File: config.mk
export PLATFORM = sky130hd
export DESIGN_NAME = tl_sensor_cond
export DESIGN_NICKNAME = d
export VERILOG_FILES = /design/src/rtl/tl_sensor_cond.sv
export SDC_FILE = /design/constraint.sdc
export NUM_CORES = 1
export LEC_CHECK = 0
export ABC_AREA = 1
export BUFFER_PORTS_ARGS = -buffer_cell sky130_fd_sc_hd__clkbuf_2
export CAP_MARGIN = 20
export CELL_PAD_IN_SITES_DETAIL_PLACEMENT = 0
export CELL_PAD_IN_SITES_GLOBAL_PLACEMENT = 2
export CORE_MARGIN = 2
export CORE_UTILIZATION = 31
export CTS_BUF_LIST = sky130_fd_sc_hd__clkbuf_8
export DETAILED_ROUTE_END_ITERATION = 10
export HOLD_SLACK_MARGIN = 0.15
export PLACE_DENSITY = 0.84
export SLEW_MARGIN = 10
export SYNTH_ARGS = -nofsm -noshare
export SYNTH_HDL_FRONTEND = slang
export SYNTH_SLANG_ARGS = --single-unit
File: constraint.sdc
create_clock -name clk -period 1.2 [get_ports clk]
set_input_delay 0.06 -clock clk [delete_from_list [all_inputs] [get_ports clk]]
set_output_delay 0.06 -clock clk [all_outputs]
set_load 0.05 [all_outputs]
File: src/rtl/tl_sensor_cond.sv
// Traffic-sensor conditioner: two-flop synchronizer, consecutive-sample debounce
// and saturating car counter for each of the two street sensors.
module tl_sensor_cond #(
  parameter int DB_CYCLES = 4,
  parameter int CNT_W     = 8
) (
  input  logic             clk,
  input  logic             reset_n,
  input  logic             sa_raw,
  input  logic             sb_raw,
  input  logic             cnt_clr,
  output logic             Ta,
  output logic             Tb,
  output logic [CNT_W-1:0] car_cnt_a,
  output logic [CNT_W-1:0] car_cnt_b
);

  localparam int              DB_W   = $clog2(DB_CYCLES);
  localparam logic [DB_W-1:0] DB_MAX = DB_W'(DB_CYCLES - 1);

  function automatic logic [CNT_W-1:0] sat_inc(input logic [CNT_W-1:0] v);
    return (&v) ? v : v + CNT_W'(1);
  endfunction

  logic [1:0]       raw;
  logic [1:0]       t_lvl;
  logic [CNT_W-1:0] cnt [2];

  assign raw = {sb_raw, sa_raw};

  for (genvar g = 0; g < 2; g++) begin : g_ch
    logic             sync_p0;
    logic             sync_p1;
    logic [DB_W-1:0]  db_cnt;
    logic             t_q;
    logic [CNT_W-1:0] car_cnt;
    logic             flip;

    // Output toggles once the synchronized level has disagreed for DB_CYCLES samples
    assign flip = (sync_p1 != t_q) && (db_cnt == DB_MAX);

    always_ff @(posedge clk or negedge reset_n) begin
      if (!reset_n) begin
        sync_p0 <= 1'b0;
        sync_p1 <= 1'b0;
        db_cnt  <= '0;
        t_q     <= 1'b0;
        car_cnt <= '0;
      end else begin
        // stage p0 -> p1: metastability synchronizer
        sync_p0 <= raw[g];
        sync_p1 <= sync_p0;
        // debounce stage
        if (sync_p1 == t_q) begin
          db_cnt <= '0;
        end else if (flip) begin
          db_cnt <= '0;
          t_q    <= sync_p1;
        end else begin
          db_cnt <= db_cnt + DB_W'(1);
        end
        // clear beats a coincident rising edge
        if (cnt_clr) begin
          car_cnt <= '0;
        end else if (flip && !t_q) begin
          car_cnt <= sat_inc(car_cnt);
        end
      end
    end

    assign t_lvl[g] = t_q;
    assign cnt[g]   = car_cnt;
  end

  assign Ta        = t_lvl[0];
  assign Tb        = t_lvl[1];
  assign car_cnt_a = cnt[0];
  assign car_cnt_b = cnt[1];

endmodule

==> impl_metrics.csv <==
group,metric,value,unit
run_status,status,"finished, violations left",
run_status,failed_checks,"setup timing",
placed_design,dp_slack,-195,ps
clock_tree,clk_pin_slew,100,ps
clock_tree,cts.sinks,26,
worst_setup_path,cp_cell_sequence,"ha_2, nand2_2, nor2_4, inv_2, a21oi_4, nand3_1, nand2_1, inv_1",
clock_tree,cts_tree,"yes",
yosys,yosysMostFrequentCell,"nand2_1",
grt,grt_max_degree,27,
clock_tree,clockBufferDepth,2,
timing,slew_violations,0,
placed_design,gp_congestion,0.808,
yosys,synth_top_area_share,0.463,
timing,clock.fmax,0.766,GHz
cells_and_area,area_growth,43.8,%
grt,grt_pass1_vias,1289,
yosys,synth_edf_count,0,
yosys,synth_top_area_cell,"dfrtp_1",
timing,worst_pin_slew,348,ps
yosys,synth_cell_types,26,
timing,holdWs,193,ps
placed_design,io_buffers,22,
power_and_ir_drop,power,2.46,mW
timing,min_period,1310,ps
drt,final_antenna_net_count,0,
placed_design,placed_cells,256,
yosys,dominantRegCellSynth,"dfrtp_1",
grt,grt_util_met2,0.241,
worst_setup_path,cp.required,1380,ps
cells_and_area,drive_above_1_share,0.486,
power_and_ir_drop,peakVddDrop,524,uV
min_path,hold_start,"cnt_clr",
worst_setup_path,worstSetupEndpointType,"flip-flop",
timing,finClkSkew,2.66,ps
yosys,synth_common_cells,"45 x nand2_1, 26 x dfrtp_1, 18 x inv_1, 18 x nand3_1, 9 x nor2_1",
floorplanning,io_pins,23,
floorplanning,initial_core_util,0.323,
min_path,hp-class,"input pin to flip-flop",
timing,rsz0062_at_grt,"true",
drt,drc,0,
yosys,synth.ff_latch_count,26,
clock_tree,cts-root-buf,"clkbuf_8",
placed_design,hpwl,2370,um
worst_setup_path,worstSetupStartpoint,"g_ch[1].db_cnt[0]$_DFF_PN0_",
timing,timing.final.ws_setup,-106,ps
worst_setup_path,cp-start-kind,"flip-flop",
timing,fin_crit_sh,1.09,
yosys,synthArstFlopShare,1.00,
yosys,ys_top_cells_by_area,"dfrtp_1 46%, nand2_1 12%, nand3_1 6.4%, inv_1 4.8%, nor2_4 4.8%",
floorplanning,core,4350,sq um
drt,via_per_inst,4.59,
flow_run,drv_cap,0,
yosys,synthesis.nets,175,
drt,post_drt_wl_per_cell,11.8,um
drt,num_vias,1249,
yosys,syn_area_per_cell,8.46,sq um
drt,dr.pass1.iters,4,
cells_and_area,num-nets-final,230,
timing,fin_setup_tns,-752,ps
yosys,synthesis.area,1410,sq um
cells_and_area,instances_no_fill,272,
worst_setup_path,cpPeakStageDelay,360,ps
clock_tree,clock_latency,270,ps
floorplanning,die_x,71.3,um
grt,grt_antenna_before_repair,0,
clock_tree,htree_levels,1,
floorplanning,die_area,5090,sq um
grt,met3_usage,0.0239,
timing,slew_headroom,0.768,
worst_setup_path,slowest_stage,"dfrtp_1",
grt,grtUsageMet1,0.176,
grt,overflow,0,
timing,hold_violations,0,
clock_tree,cts_buffers,3,
grt,grt_usage,0.139,
drt,drt-total-wl,3220,um
worst_setup_path,cp_max_fo,5,
worst_setup_path,worstSetupPathType,"flip-flop to flip-flop",
power_and_ir_drop,cellPowerDensity,1220,nW/um^2
yosys,synthesis.instances,166,
yosys,ys_seq_area_frac,0.463,
worst_setup_path,reg2reg_from,"g_ch[1].db_cnt[0]$_DFF_PN0_",
power_and_ir_drop,leakagePower,1.01,nW
drt,first_iter_violations,51,
worst_setup_path,crit_arrival,1480,ps
cells_and_area,antenna_cells,0,
timing,setup_viol,13,
grt,grt_pass1_wl,5690,um
floorplanning,die_h,71.3,um
grt,gr-max-usage-layer,"met2",
yosys,ys_warn_count,0,
floorplanning,rows,24,
[flip-flops by register name, indices dropped and copies added (netlist names)]
signal and cells:
g_ch.sync_p1 2, g_ch.sync_p0 2, g_ch.db_cnt 4, car_cnt_b 8, Ta 1, Tb 1, car_cnt_a 8
[worst max-delay path: cells and delay by family (launching register included)]
kind                       cells  cell delay [ps]
buffers and inverters          2              100
AOI/OAI and AO/OA              1              190
DFF                            1              360
and+or+nand+nor                4              370
adders and majority gates      1              190
[cell families (layout without fill, tap and decap cells)]
family / Yosys count / count (layout) / share of synthesized area
and+or+nand+nor: 94 / 94 / 0.345
DFF: 26 / 26 / 0.463
buffers and inverters: 24 / 78 / 0.0703
AOI/OAI and AO/OA: 12 / 12 / 0.0490
xor gates and xnor gates: 6 / 6 / 0.0374
adders and majority gates: 4 / 4 / 0.0356
[area by class of cell]
type                    count  area (sq um)
inverters                  22          92.6
flip-flops and latches     26           668
well taps                  52          65.1
clock inverters             1          30.0
clock buffers               3          41.3
repair buffers             52           363
multi-input cells         116           761
fillers                   429          2330
[cell usage in the layout, fill, tap and decap left out, types with 6 or more instances in the layout]
| cell | instances |
|---|---|
| nand2_1 | 41 |
| nor2_4 | 6 |
| dfrtp_1 | 12 |
| nand3_2 | 6 |
| nand3_1 | 14 |
| inv_1 | 17 |
| nor2_1 | 8 |
| dfrtp_2 | 14 |
| clkbuf_2 | 22 |
| buf_4 | 24 |
| nand2_2 | 7 |
[power by group]
part	internal (mW)	switching (mW)
Clock	0.446	0.293
Sequential	0.976	0.0758
Combinational	0.281	0.390
Total	1.70	0.759
[what timing repair did]
item / in CTS / in global routing
hold buffers: 3 / 0
pin swaps: 13 / 14
buffers inserted: 6 / 4
endpoints found under the setup margin: 13 / 16
hold endpoints to repair: 28 / 0
gates resized for setup: 12 / 7
[path summary, 6_finish.rpt]
path	to	slack, ps	cells after the start
hold reg to reg	g_ch[1].sync_p1$_DFF_PN0_	360	0
hold / removal	car_cnt_b[7]$_DFFE_PN0P_	190	4
setup / recovery	car_cnt_b[7]$_DFFE_PN0P_	-110	8
setup reg to reg	car_cnt_b[7]$_DFFE_PN0P_	-110	8
min in group asynchronous	car_cnt_a[3]$_DFFE_PN0P_	300	3
max in group asynchronous	car_cnt_a[5]$_DFFE_PN0P_	610	3
[through the flow]
| step | utilization | area (sq um) |
|---|---|---|
| after detailed placement | 0.405 | 1770 |
| after global placement | 0.405 | 1770 |
| after floorplan | - | 1470 |
| after global routing | 0.464 | 2020 |
| final | 0.464 | 2020 |
| after CTS | 0.451 | 1960 |
[metal layers]
metal / vias up / part of all wire
met2: 17 / 0.49
li1: 630 / -
met3: 2 / 0.031
met5: - / 0
met1: 600 / 0.47
met4: 0 / 0.0065
Note: power is estimated with default switching activity, not from simulation.
